`config.mk`:
```
export PLATFORM = sky130hd
export DESIGN_NAME = hp_vpu_rsp_rob
export DESIGN_NICKNAME = d
export VERILOG_FILES = /design/src/rtl/hp_vpu_pkg.sv /design/src/rtl/hp_vpu_rsp_rob.sv
export SDC_FILE = /design/constraint.sdc
export NUM_CORES = 1
export LEC_CHECK = 0
export ABC_AREA = 1
export CAP_MARGIN = 20
export CORE_ASPECT_RATIO = 1.2
export CORE_MARGIN = 4
export CORE_UTILIZATION = 50
export CTS_CLUSTER_SIZE = 8
export DETAILED_ROUTE_END_ITERATION = 12
export HOLD_SLACK_MARGIN = 0.12
export PLACE_DENSITY = 0.75
export SYNTH_ARGS = -nofsm -noshare
export SYNTH_HDL_FRONTEND = slang
export SYNTH_SLANG_ARGS = --single-unit
```
`constraint.sdc`:
```
create_clock -name clk -period 5.1 [get_ports clk]
set_clock_uncertainty 0.1 [all_clocks]
set_input_delay 1.02 -clock clk [delete_from_list [all_inputs] [get_ports clk]]
set_output_delay 1.02 -clock clk [all_outputs]
set_load 0.02 [all_outputs]
```
`src/rtl/hp_vpu_pkg.sv`:
```
// Hyperplane VPU shared types and defaults.
// rsp_entry_t is the payload carried by one response-reorder slot.
package hp_vpu_pkg;

  localparam int unsigned HP_VPU_ID_W   = 4;
  localparam int unsigned HP_VPU_DATA_W = 32;

  typedef struct packed {
    logic [HP_VPU_DATA_W-1:0] data;
    logic                     err;
    logic                     wb;
  } rsp_entry_t;

endpackage

```
`src/rtl/hp_vpu_rsp_rob.sv`:
```
// hp_vpu_rsp_rob: in-order response reorder buffer of the Hyperplane VPU.
// Hands out sequential IDs, collects out-of-order completions into a slot
// array and returns one response per ID, in allocation order, over a
// valid/ready handshake.
// Optional feature: define HP_VPU_RSP_BYPASS_EN to forward a completion for
// the head ID straight into the output register (1-cycle latency instead of 2).
module hp_vpu_rsp_rob
  import hp_vpu_pkg::*;
#(
  parameter int unsigned ID_W   = HP_VPU_ID_W,
  parameter int unsigned DATA_W = HP_VPU_DATA_W
) (
  input  logic              clk,
  input  logic              rst,
  input  logic              alloc_i,
  output logic              alloc_ready_o,
  output logic [ID_W-1:0]   alloc_id_o,
  input  logic              cpl_valid_i,
  input  logic [ID_W-1:0]   cpl_id_i,
  input  logic [DATA_W-1:0] cpl_data_i,
  input  logic              cpl_err_i,
  input  logic              cpl_wb_i,
  output logic              rsp_valid_o,
  input  logic              rsp_ready_i,
  output logic [ID_W-1:0]   rsp_id_o,
  output logic [DATA_W-1:0] rsp_data_o,
  output logic              rsp_err_o,
  output logic              rsp_wb_o,
  input  logic              flush_i,
  output logic [ID_W:0]     count_o,
  output logic              full_o,
  output logic              empty_o,
  output logic              proto_err_o
);

  localparam int unsigned DEPTH = 1 << ID_W;

  localparam logic [ID_W:0] PTR_ONE  = {{ID_W{1'b0}}, 1'b1};
  localparam logic [ID_W:0] FULL_CNT = {1'b1, {ID_W{1'b0}}};

  // Slot payload at this instance's data width (rsp_entry_t is the default-width form).
  typedef struct packed {
    logic [DATA_W-1:0] data;
    logic              err;
    logic              wb;
  } slot_t;

  // Pointers carry a wrap bit so full and empty are distinguishable.
  logic [ID_W:0]    tail;
  logic [ID_W:0]    head;
  logic [ID_W:0]    rel;

  logic [DEPTH-1:0] done;
  slot_t            mem [DEPTH];

  logic [ID_W-1:0]  cpl_off;
  logic [ID_W:0]    pend;
  logic             cpl_legal;
  logic             load_ok;
  logic             byp;
  logic             load;
  logic             cpl_to_array;
  logic             alloc_fire;
  logic             rsp_fire;
  slot_t            load_entry;
  slot_t            cpl_entry;

  assign count_o       = tail - rel;
  assign full_o        = (count_o == FULL_CNT);
  assign empty_o       = (count_o == '0);
  assign alloc_ready_o = !full_o;
  assign alloc_id_o    = tail[ID_W-1:0];

  // Completion legality, output-load decision and optional head bypass.
  always_comb begin
    cpl_entry  = '{data: cpl_data_i, err: cpl_err_i, wb: cpl_wb_i};
    cpl_off    = cpl_id_i - head[ID_W-1:0];
    pend       = tail - head;
    // Legal IDs are allocated but not yet moved to the output, and not yet done.
    cpl_legal  = cpl_valid_i && ({1'b0, cpl_off} < pend) && !done[cpl_id_i];
    load_ok    = !rsp_valid_o || rsp_ready_i;
    byp        = 1'b0;
`ifdef HP_VPU_RSP_BYPASS_EN
    byp        = cpl_legal && (cpl_id_i == head[ID_W-1:0]) && load_ok;
`endif
    load         = !flush_i && load_ok && (done[head[ID_W-1:0]] || byp);
    cpl_to_array = !flush_i && cpl_legal && !byp;
    alloc_fire   = !flush_i && alloc_i && alloc_ready_o;
    rsp_fire     = !flush_i && rsp_valid_o && rsp_ready_i;
    load_entry   = byp ? cpl_entry : mem[head[ID_W-1:0]];
  end

  // Pointer update; flush collapses head and rel onto tail.
  always_ff @(posedge clk or posedge rst) begin
    if (rst) begin
      tail <= '0;
      head <= '0;
      rel  <= '0;
    end else if (flush_i) begin
      head <= tail;
      rel  <= tail;
    end else begin
      if (alloc_fire) tail <= tail + PTR_ONE;
      if (load)       head <= head + PTR_ONE;
      if (rsp_fire)   rel  <= rel + PTR_ONE;
    end
  end

  // Done bits: cleared on allocation and on move to output, set by completion.
  always_ff @(posedge clk or posedge rst) begin
    if (rst) begin
      done <= '0;
    end else if (flush_i) begin
      done <= '0;
    end else begin
      if (alloc_fire)   done[tail[ID_W-1:0]] <= 1'b0;
      if (load)         done[head[ID_W-1:0]] <= 1'b0;
      if (cpl_to_array) done[cpl_id_i]       <= 1'b1;
    end
  end

  // Slot payload storage, written at the completing ID.
  always_ff @(posedge clk) begin
    if (cpl_to_array) mem[cpl_id_i] <= cpl_entry;
  end

  // Output register: loads from the head slot (or bypass), holds while stalled.
  always_ff @(posedge clk or posedge rst) begin
    if (rst) begin
      rsp_valid_o <= 1'b0;
      rsp_id_o    <= '0;
      rsp_data_o  <= '0;
      rsp_err_o   <= 1'b0;
      rsp_wb_o    <= 1'b0;
    end else if (flush_i) begin
      rsp_valid_o <= 1'b0;
    end else if (load) begin
      rsp_valid_o <= 1'b1;
      rsp_id_o    <= head[ID_W-1:0];
      rsp_data_o  <= load_entry.data;
      rsp_err_o   <= load_entry.err;
      rsp_wb_o    <= load_entry.wb;
    end else if (rsp_fire) begin
      rsp_valid_o <= 1'b0;
    end
  end

  // Sticky protocol-error flag for dropped completions.
  always_ff @(posedge clk or posedge rst) begin
    if (rst) begin
      proto_err_o <= 1'b0;
    end else if (!flush_i && cpl_valid_i && !cpl_legal) begin
      proto_err_o <= 1'b1;
    end
  end

endmodule

```
# Word level (Yosys, flattened, before mapping)
# Memory sizes are Yosys's and may differ from the RTL's. A register that Yosys moved wholly into a read port is not among the register bits.
# Cells that the tools add are included.
# Widths: inputs -> output; s select.
# totals
regBits,37
latchBits,0
ram_bits,544
mem_bits_ro,0
out_inout_bits,52
wordCells,79
memories,1
# mem_list
name,words,word_bits,rd,rd_ports_with_merged_regs,write_ports,line_no,rtl
mem,16,34,1,1,1,hp_vpu_rsp_rob.sv:54,slot_t mem [DEPTH];
# classes
addsub,6
n_mul,0
div_mod_pow,0
order_cmp,7
n_eq_ne,1
shift,0
mux,25
n_bitwise,6
n_reduce_logical,26
# ops
cell,count
$mux 16,6
$and 16x16->16,2
$not 16->16,2
$mux 5,4
$or 16x16->16,1
$add 5x1->5 const B,3
$lt 4x5->1 const B,3
$logic_and 1x1->1,14
$demux 1 s4,3
$ge 4x1->1 const B,3
$mux 1,10
$sub 5x5->5,2
$bmux 1 s4,2
$eq 5x5->1 const B,1
$logic_not 1->1,5
$logic_not 5->1,1
$lt 4x5->1,1
$reduce_and 2->1,2
$reduce_bool 2->1,2
$sub 4x4->4,1
$reduce_bool 3->1,1
$logic_or 1x1->1,1
$not 1->1,1

# Depth between registers and ports, before layout
# Gate-level depths: netlist of the first run.
# logic_depth
word_depth,14
mapped_depth,19

# Worst setup path after synthesis of the first run
# No wires, ideal clock.
# synth_timing
path_kind,input -> register
from,in cpl_id_i[0]
to,"mem mem[8][0] in the netlist's numbering, enable pin"
arrival_ps,3601
path_slack_ps,1010
stages,18
n_path_buf,1
cell_sequence,inv_2 -> ha_1 -> inv_1 -> fa_1 -> xor2_1 -> ha_1 -> nand2_1 -> inv_1 -> nand2_1 -> nand3_1 -> nand2_1 -> nand2_1 -> nand2_1 -> nand2_1 -> nor2_4 -> buf_6 -> nand4_1 -> inv_1
# synth_via
elab_chain_cells,7
elab_cells_between_ends,10
classes_between,1 x add/sub; 1 x order compare; 4 x mux; 4 x reduce/logical
# synth_rtl
element,line_no,rtl
start: declaration,hp_vpu_rsp_rob.sv:19,"input logic [ID_W-1:0] cpl_id_i,"
$sub 4x4->4 or $bmux 1 s4 (tied branches),"hp_vpu_rsp_rob.sv:77, hp_vpu_rsp_rob.sv:80",
$lt 4x5->1 or $mux 1 (tied branches),hp_vpu_rsp_rob.sv:80,"cpl_legal = cpl_valid_i && ({1'b0, cpl_off} < pend) && !done[cpl_id_i];"
$logic_and 1x1->1 or $logic_not 1->1 (tied branches),hp_vpu_rsp_rob.sv:80,
$logic_and 1x1->1,hp_vpu_rsp_rob.sv:80,
$logic_and 1x1->1,hp_vpu_rsp_rob.sv:87,cpl_to_array = !flush_i && cpl_legal && !byp;
$mux 1,hp_vpu_rsp_rob.sv:124,if (cpl_to_array) mem[cpl_id_i] <= cpl_entry;
$mux 1 (not written as such),hp_vpu_rsp_rob.sv:124,
end: declaration,hp_vpu_rsp_rob.sv:54,
# Parallel ways exist; a longest one is shown, timed or not. The select of a mux whose other input is x is not followed.

# Worst setup path after layout of the first run
# layout_timing
from,reg tail[0]
to,out full_o
# layout_via
elab_chain_cells,2
# layout_rtl
element,line_no,rtl
start: declaration,hp_vpu_rsp_rob.sv:49,logic [ID_W:0] tail;
start signal: assignment,hp_vpu_rsp_rob.sv:103,if (alloc_fire) tail <= tail + PTR_ONE;
$sub 5x5->5,hp_vpu_rsp_rob.sv:68,assign count_o = tail - rel;
$eq 5x5->1,hp_vpu_rsp_rob.sv:69,assign full_o = (count_o == FULL_CNT);
end: declaration,hp_vpu_rsp_rob.sv:31,"output logic full_o,"
# Every way passes these cells.

==> results of run 1 <==
metal layers:
| layer | vias to the layer above | wire, microns | GRT usage |
|---|---|---|---|
| met5 | - | 16 | 0 |
| met4 | 2 | 2002 | 0.08321 |
| met3 | 150 | 8291 | 0.06964 |
| met2 | 1081 | 31080 | 0.3827 |
| met1 | 8355 | 25720 | 0.3450 |
| li1 | 7531 | - | - |
state kept, by name, indices dropped and copies added (netlist names):
signal and cells:
rel 5, rsp_data_o 32, head 5, done 16
tail 5, rsp_wb_o 1, proto_err_o 1, rsp_err_o 1
mem 544, rsp_valid_o 1, rsp_id_o 4
logic make-up after synthesis:
logic type | synth area share
flops | 0.7237
simple gates | 0.09268
compound gates | 0.1284
buf+inv | 0.03544
fa+ha+maj | 0.01390
xor+xnor | 0.005949
cell type report:
type / count / share of cell area
multi-input cells: 1156 / 0.2068
flip-flops and latches: 615 / 0.6191
clock buffers: 153 / 0.08285
inverters: 81 / 0.01064
clock inverters: 6 / 0.003078
repair buffers: 142 / 0.05019
diodes: 1 / 0.00008550
well taps: 637 / 0.02723
worst max-delay path: stages, from the launching register on:
cell             delay [ns]
dfrtp_1                0.46
inv_1                  0.14
ha_1                   0.25
fa_1                   0.48
inv_1                  0.05
nor3_1                 0.29
nand3_2                0.38
inv_1                  0.19
clkdlybuf4s50_1        0.63
power by group through the flow:
stage	sequential (mW)	clock (mW)	combinational, mW
after floorplan	6.23	0	3.70
after global placement	6.21	0	5.57
after detailed placement	6.22	0	5.70
after CTS	6.13	5.32	5.77
after global routing	6.17	5.57	6.39
final	6.14	5.27	5.90
cell usage in the layout (no fill, tap or decap), types with 2 or more instances in the layout:
cell type        Yosys  routed
edfxtp_1           544     544
nor2_1             295     292
o21ai_0            277     277
nand2_1            167     167
o22ai_1            136     136
clkdlybuf4s50_1      0      95
clkbuf_16            0      87
dfrtp_1             71      69
a22o_1              68      68
clkbuf_1            88      66
inv_1               76      58
nand4_1             46      46
nand3_1             41      41
o21ai_1             38      38
buf_4                7      35
a21oi_1             25      25
ha_1                23      23
inv_2                4      20
buf_12               0      10
xor2_1               9       9
xnor2_1              8       8
nor2_4               1       4
o221ai_1             4       4
inv_6                0       3
fa_1                 3       3
clkinv_2             0       2
nand2_2              2       2
o211ai_1             2       2
nand3b_1             2       2
nor3_1               2       2
nand3_2              2       2
inv_16               0       2
clkinv_8             0       2
dfrtp_4              0       2
buf_16               0       2
worst max path at each step:
stage,start,end,cells after the start
global route,tail[0],full_o,8
floorplan,cpl_id_i[0],mem[8][0],18
detailed placement,cpl_id_i[0],mem[0][18],19
global placement,cpl_id_i[0],mem[0][21],19
finish,tail[0],full_o,8
CTS,tail[0],full_o,8
metrics by stage:
stage / area [sq um] / util / worst slack, ns / hold WS [ns] / cells
floorplan: 25030 / - / 1.010 / 0.4225 / 1985
global placement: 26700 / 0.5412 / 0.3913 / 0.3625 / 2629
detailed placement: 26700 / 0.5412 / 0.3320 / 0.3675 / 2629
CTS: 29210 / 0.5921 / 0.4774 / 0.3821 / 2788
global route: 29270 / 0.5932 / 0.2069 / 0.4087 / 2790
finish: 29270 / 0.5933 / 0.4833 / 0.3762 / 2791
==> metrics.md, run 1 <==
| Metric | Value |
|---|---|
| Setup TNS | 0 ns |
| Routed via count | 17119 |
| Overall power | 17.30 mW |
| Slew @ Worst Pin | 1.064 ns |
| Cells after synthesis | 1985 |
| Crit path kind | reg -> out |
| Required time worst endpoint | 3.98 ns |
| Final max-slew violation count | 0 |
| Leak Pwr | 10.31 nW |
| Reg2reg setup slack | 0.98 ns |
| Max VDD drop | 342.8 uV |
| DR DRC count | 0 |
| Post-synth EDFFs | 544 |
| CTS root buffer | clkbuf_16 |
| Max Freq | 0.2166 GHz |
| Synthesized area per cell | 12.61 sq um |
| Max-Cap Viols | 0 |
| WHS Path Cells | 2 |
| R2R Path End | mem[0][16] |
| Critical Path End Type | output pin |
| Cell area after synthesis | 25030 sq um |
| Clk pin slew, worst setup/hold paths | 0.05 ns |
| Area grow syn2layout | 16.94% |
| Synth top area cells | edfxtp_1 (65%), dfrtp_1 (7.1%), o21ai_0 (5.5%), nor2_1 (4.4%), o22ai_1 (3.4%) |
| Hold_buf cts | 0 |
| Initial core utilization | 0.5074 |
| Routed WL | 67110 microns |
| Die Y | 253.1 microns |
| Pre-antenna DRT Iters | 6 |
| Status | finished clean |
| Min-delay worst type | reg -> reg |
| Final min period | 4.617 ns |
| 1st-iter DRT viols | 2528 |
| Global-route wire length before repair | 101500 microns |
| Ys flop type | edfxtp_1 |
| WHS Endpoint | rsp_data_o[6] |
| Synth unique cells | 35 |
| Synth top cells by count | edfxtp_1 (544), nor2_1 (295), o21ai_0 (277) |
| Final Hold Fails | 0 |
| Setup violations, final | 0 |
| CTS max path bufs | 3 |
| P_sw | 6.322 mW |
| Row count | 89 |
| CTS H-tree depth | 3 |
| Most frequent cell after synthesis | edfxtp_1 |
| Sw Share | 0.3654 |
| Synth Register Bits | 615 |
| Cts repair resizes | 0 |
| Post-CTS Setup Inserts | 0 |
| FF+latch area | 18120 sq um |
| Worst Min Path Start | rsp_data_o[6] |
| Total CTS buffers | 86 |
| GPL Wtd Cong | 0.9227 |
| RR Startpoint | head[0] |
| Routed WL per cell | 24.05 microns |
| CP Max Fanout | 18 |
| Synth top area share | 0.6527 |
| GRT overflow | 0 |
| Combinational group share of total power | 0.341 |
| Asr flop ratio synth | 0.1154 |
| Core box area | 49330 sq um |
| CTS tree | built |
| Top cell type by total area after synthesis | edfxtp_1 |
| CP Data Arrival Time | 3.50 ns |
| Clk_lat worst skew | 0.63 ns |
| Fill cell count | 3696 |
| Layout cells sized above 1 | 0.08175 |
| Area occupied by multi-input gates | 6053 sq um |
| CTS Sinks | 615 |
| Final-stage net count | 2152 |
| ANT nets after route | 0 |
| CP Launch Type | flip-flop |
| R2R cell count | 17 |
| Via density | 6.134 |
| Die X | 212.2 microns |
| Number of global-route vias before repair | 17023 |
| Part of the power in registers | 0.355 |
| Port bufs | 95 |
| Gr usage total | 0.2482 |
| Warnings, synthesis | 0 |
| Clock power frac | 0.305 |
| Total die area | 53720 sq um |
| Pin count of the biggest net entering global routing | 141 |
| P per Cell Area | 591.1 nW/um^2 |
| Post-synth net total | 2055 |
| Unrepaired setup endpoints after global routing | false |
| Seq/Total Area, Yosys | 0.7237 |
| Period utilisation layout | 0.9052 |
| Rel. slew slack | 0.2907 |
| I/O Pins | 96 |
| Initial antenna violation count | 2 |
| Detailed placement HPWL | 39910 microns |
| Pint | 10.98 mW |
(Power assumes the default switching activity.)
==> inputs of run 2 (changes only) <==
Settings changed: SLEW_MARGIN set to 20.
==> metrics.md, run 2 (same netlist as run 1, synthesis figures left out) <==
| Metric | Value |
|---|---|
| Setup TNS | 0 ns |
| Largest Register | mem |
| Final min period | 4.627 ns |
| CTS max path bufs | 3 |
| Pre-antenna DRT Iters | 6 |
| Global-route wire length before repair | 101500 microns |
| Pint | 10.95 mW |
| CTS root buffer | clkbuf_16 |
| Largest register FFs | 544 |
| Final worst slack | 0.4731 ns |
| Die X | 212.2 microns |
| Max stage delay on crit path | 0.63 ns |
| Port bufs | 95 |
| CP Max Fanout | 18 |
| Rel. slew slack | 0.2929 |
| Hold_buf cts | 0 |
| CP Data Arrival Time | 3.51 ns |
| Post-CTS Setup Inserts | 0 |
| Most common cell after layout, fill and taps aside | edfxtp_1 |
| Total die area | 53720 sq um |
| Ant. Diodes | 0 |
| Crit-path leading delay family | buffers and inverters |
| Met1 Track Usage GR | 0.3450 |
| Combinational group share of total power | 0.339 |
| Number of global-route vias before repair | 17023 |
| Critical Path Most Common Cell | inv_1 |
| Status | finished clean |
| P per Cell Area | 590.5 nW/um^2 |
| CTS tree | built |
| CTS Sinks | 615 |
| Max Freq | 0.2161 GHz |
| GRT overflow | 0 |
| Most frequent cells in the layout | edfxtp_1 (544), nor2_1 (292), o21ai_0 (277) |
| Area grow syn2layout | 16.74% |
| Detailed placement HPWL | 39910 microns |
| Layout cells sized above 1 | 0.08089 |
| Met3 Use GR | 0.06964 |
| Total CTS buffers | 86 |
| Max-Cap Viols | 0 |
| Row count | 89 |
| Place WS | 0.3320 ns |
| Via density | 6.131 |
| Worst path slowest cell | clkdlybuf4s50_1 |
| Routed WL per cell | 24.09 microns |
| ANT nets after route | 0 |
| Final-stage net count | 2150 |
| DR DRC count | 0 |
| Routed via count | 17092 |
| Max VDD drop | 341.2 uV |
| GR Layer Usage met2 | 0.3827 |
| Critical Path End Type | output pin |
| Sw Share | 0.3655 |
| Buf/Inv on CP | 4 |
| Routed WL | 67150 microns |
| Core box area | 49330 sq um |
| Part of the power in registers | 0.356 |
| Overall power | 17.25 mW |
| Required time worst endpoint | 3.98 ns |
| Gr usage total | 0.2482 |
| Crit path kind | reg -> out |
| Initial antenna violation count | 2 |
| Clk_lat worst skew | 0.63 ns |
| Slew @ Worst Pin | 1.061 ns |
| Unrepaired setup endpoints after global routing | false |
| Setup violations, final | 0 |
| P_sw | 6.306 mW |
| GPL Wtd Cong | 0.9227 |
| Final Hold Fails | 0 |
| Period utilisation layout | 0.9072 |
| I/O Pins | 96 |
| Post-layout util | 0.5923 |
| Pin count of the biggest net entering global routing | 141 |
| CP Launch Type | flip-flop |
| Clk pin slew, worst setup/hold paths | 0.05 ns |
| Largest registers | mem x544, rsp_data_o x32, done x16 |
| Clock power frac | 0.305 |
| Die Y | 253.1 microns |
| CTS H-tree depth | 3 |
| Initial core utilization | 0.5074 |
| Fill cell count | 3701 |
| Critical-path cell list | inv_1, ha_1, fa_1, inv_1, nor3_1, nand3_2, inv_1, clkdlybuf4s50_1 |
| Min-delay worst type | reg -> reg |
| Cts repair resizes | 0 |
| 1st-iter DRT viols | 2342 |
| Final max-slew violation count | 0 |
| Leak Pwr | 10.28 nW |
| Busiest layer in global routing | met2 |
-- run 2: changes by cell type in the layout (fill, tap and decap cells not counted) --
cell / before / now
buf_4: 35 / 33
buf_16: 2 / 0
buf_6: 0 / 2
diode_2: 1 / 0
-- run 2: worst paths after layout --
| kind | from | end | slack [ns] | cells past startpoint |
|---|---|---|---|---|
| worst min-delay path | rsp_data_o[6] | rsp_data_o[6] | 0.38 | 2 |
| worst max register to register | head[0] | mem[0][16] | 1.01 | 17 |
| min in group asynchronous | rst | rel[3] | 0.64 | 2 |
| max in group asynchronous | rst | head[0] | 3.38 | 3 |
| worst min register to register | rsp_data_o[6] | rsp_data_o[6] | 0.38 | 2 |
| worst max-delay path | tail[0] | full_o | 0.47 | 8 |
-- run 2: layer usage --
metal	wire length, microns	share of wire
met2	31380	0.47
met3	8252	0.12
met1	25590	0.38
met4	1887	0.028
met5	35	0.00052
-- run 2: power groups by stage --
| stage | Sequential (mW) | Clock (mW) | Combinational [mW] |
|---|---|---|---|
| after floorplan | 6.23 | 0 | 3.70 |
| after global placement | 6.21 | 0 | 5.57 |
| after detailed placement | 6.22 | 0 | 5.70 |
| after CTS | 6.13 | 5.32 | 5.77 |
| after global routing | 6.17 | 5.56 | 6.35 |
| final | 6.13 | 5.27 | 5.85 |
-- run 2: cell type report --
cell class                 count  area [sq um]  share of cell area
inverter                      81         311.5             0.01066
multi-input combinational   1156          6053              0.2072
tap                          637         797.0             0.02728
timing repair buffer         140          1421             0.04865
clock buffer                 153          2425             0.08299
clock inverter                 6         90.09            0.003083
sequential                   615         18120              0.6202
-- run 2: tightest hold or removal path: cells and delay by family (launching register included) --
kind / cells / cell delay (ns)
DFF: 1 / 0.34
and+or+nand+nor: 2 / 0.10
-- run 2: stage by stage --
stage / hold WS (ns) / instance area, sq um / std cells
finish: 0.3762 / 29220 / 2788
floorplan: 0.4225 / 25030 / 1985
global placement: 0.3625 / 26700 / 2629
detailed placement: 0.3675 / 26700 / 2629
CTS: 0.3821 / 29210 / 2788
global route: 0.4087 / 29220 / 2788
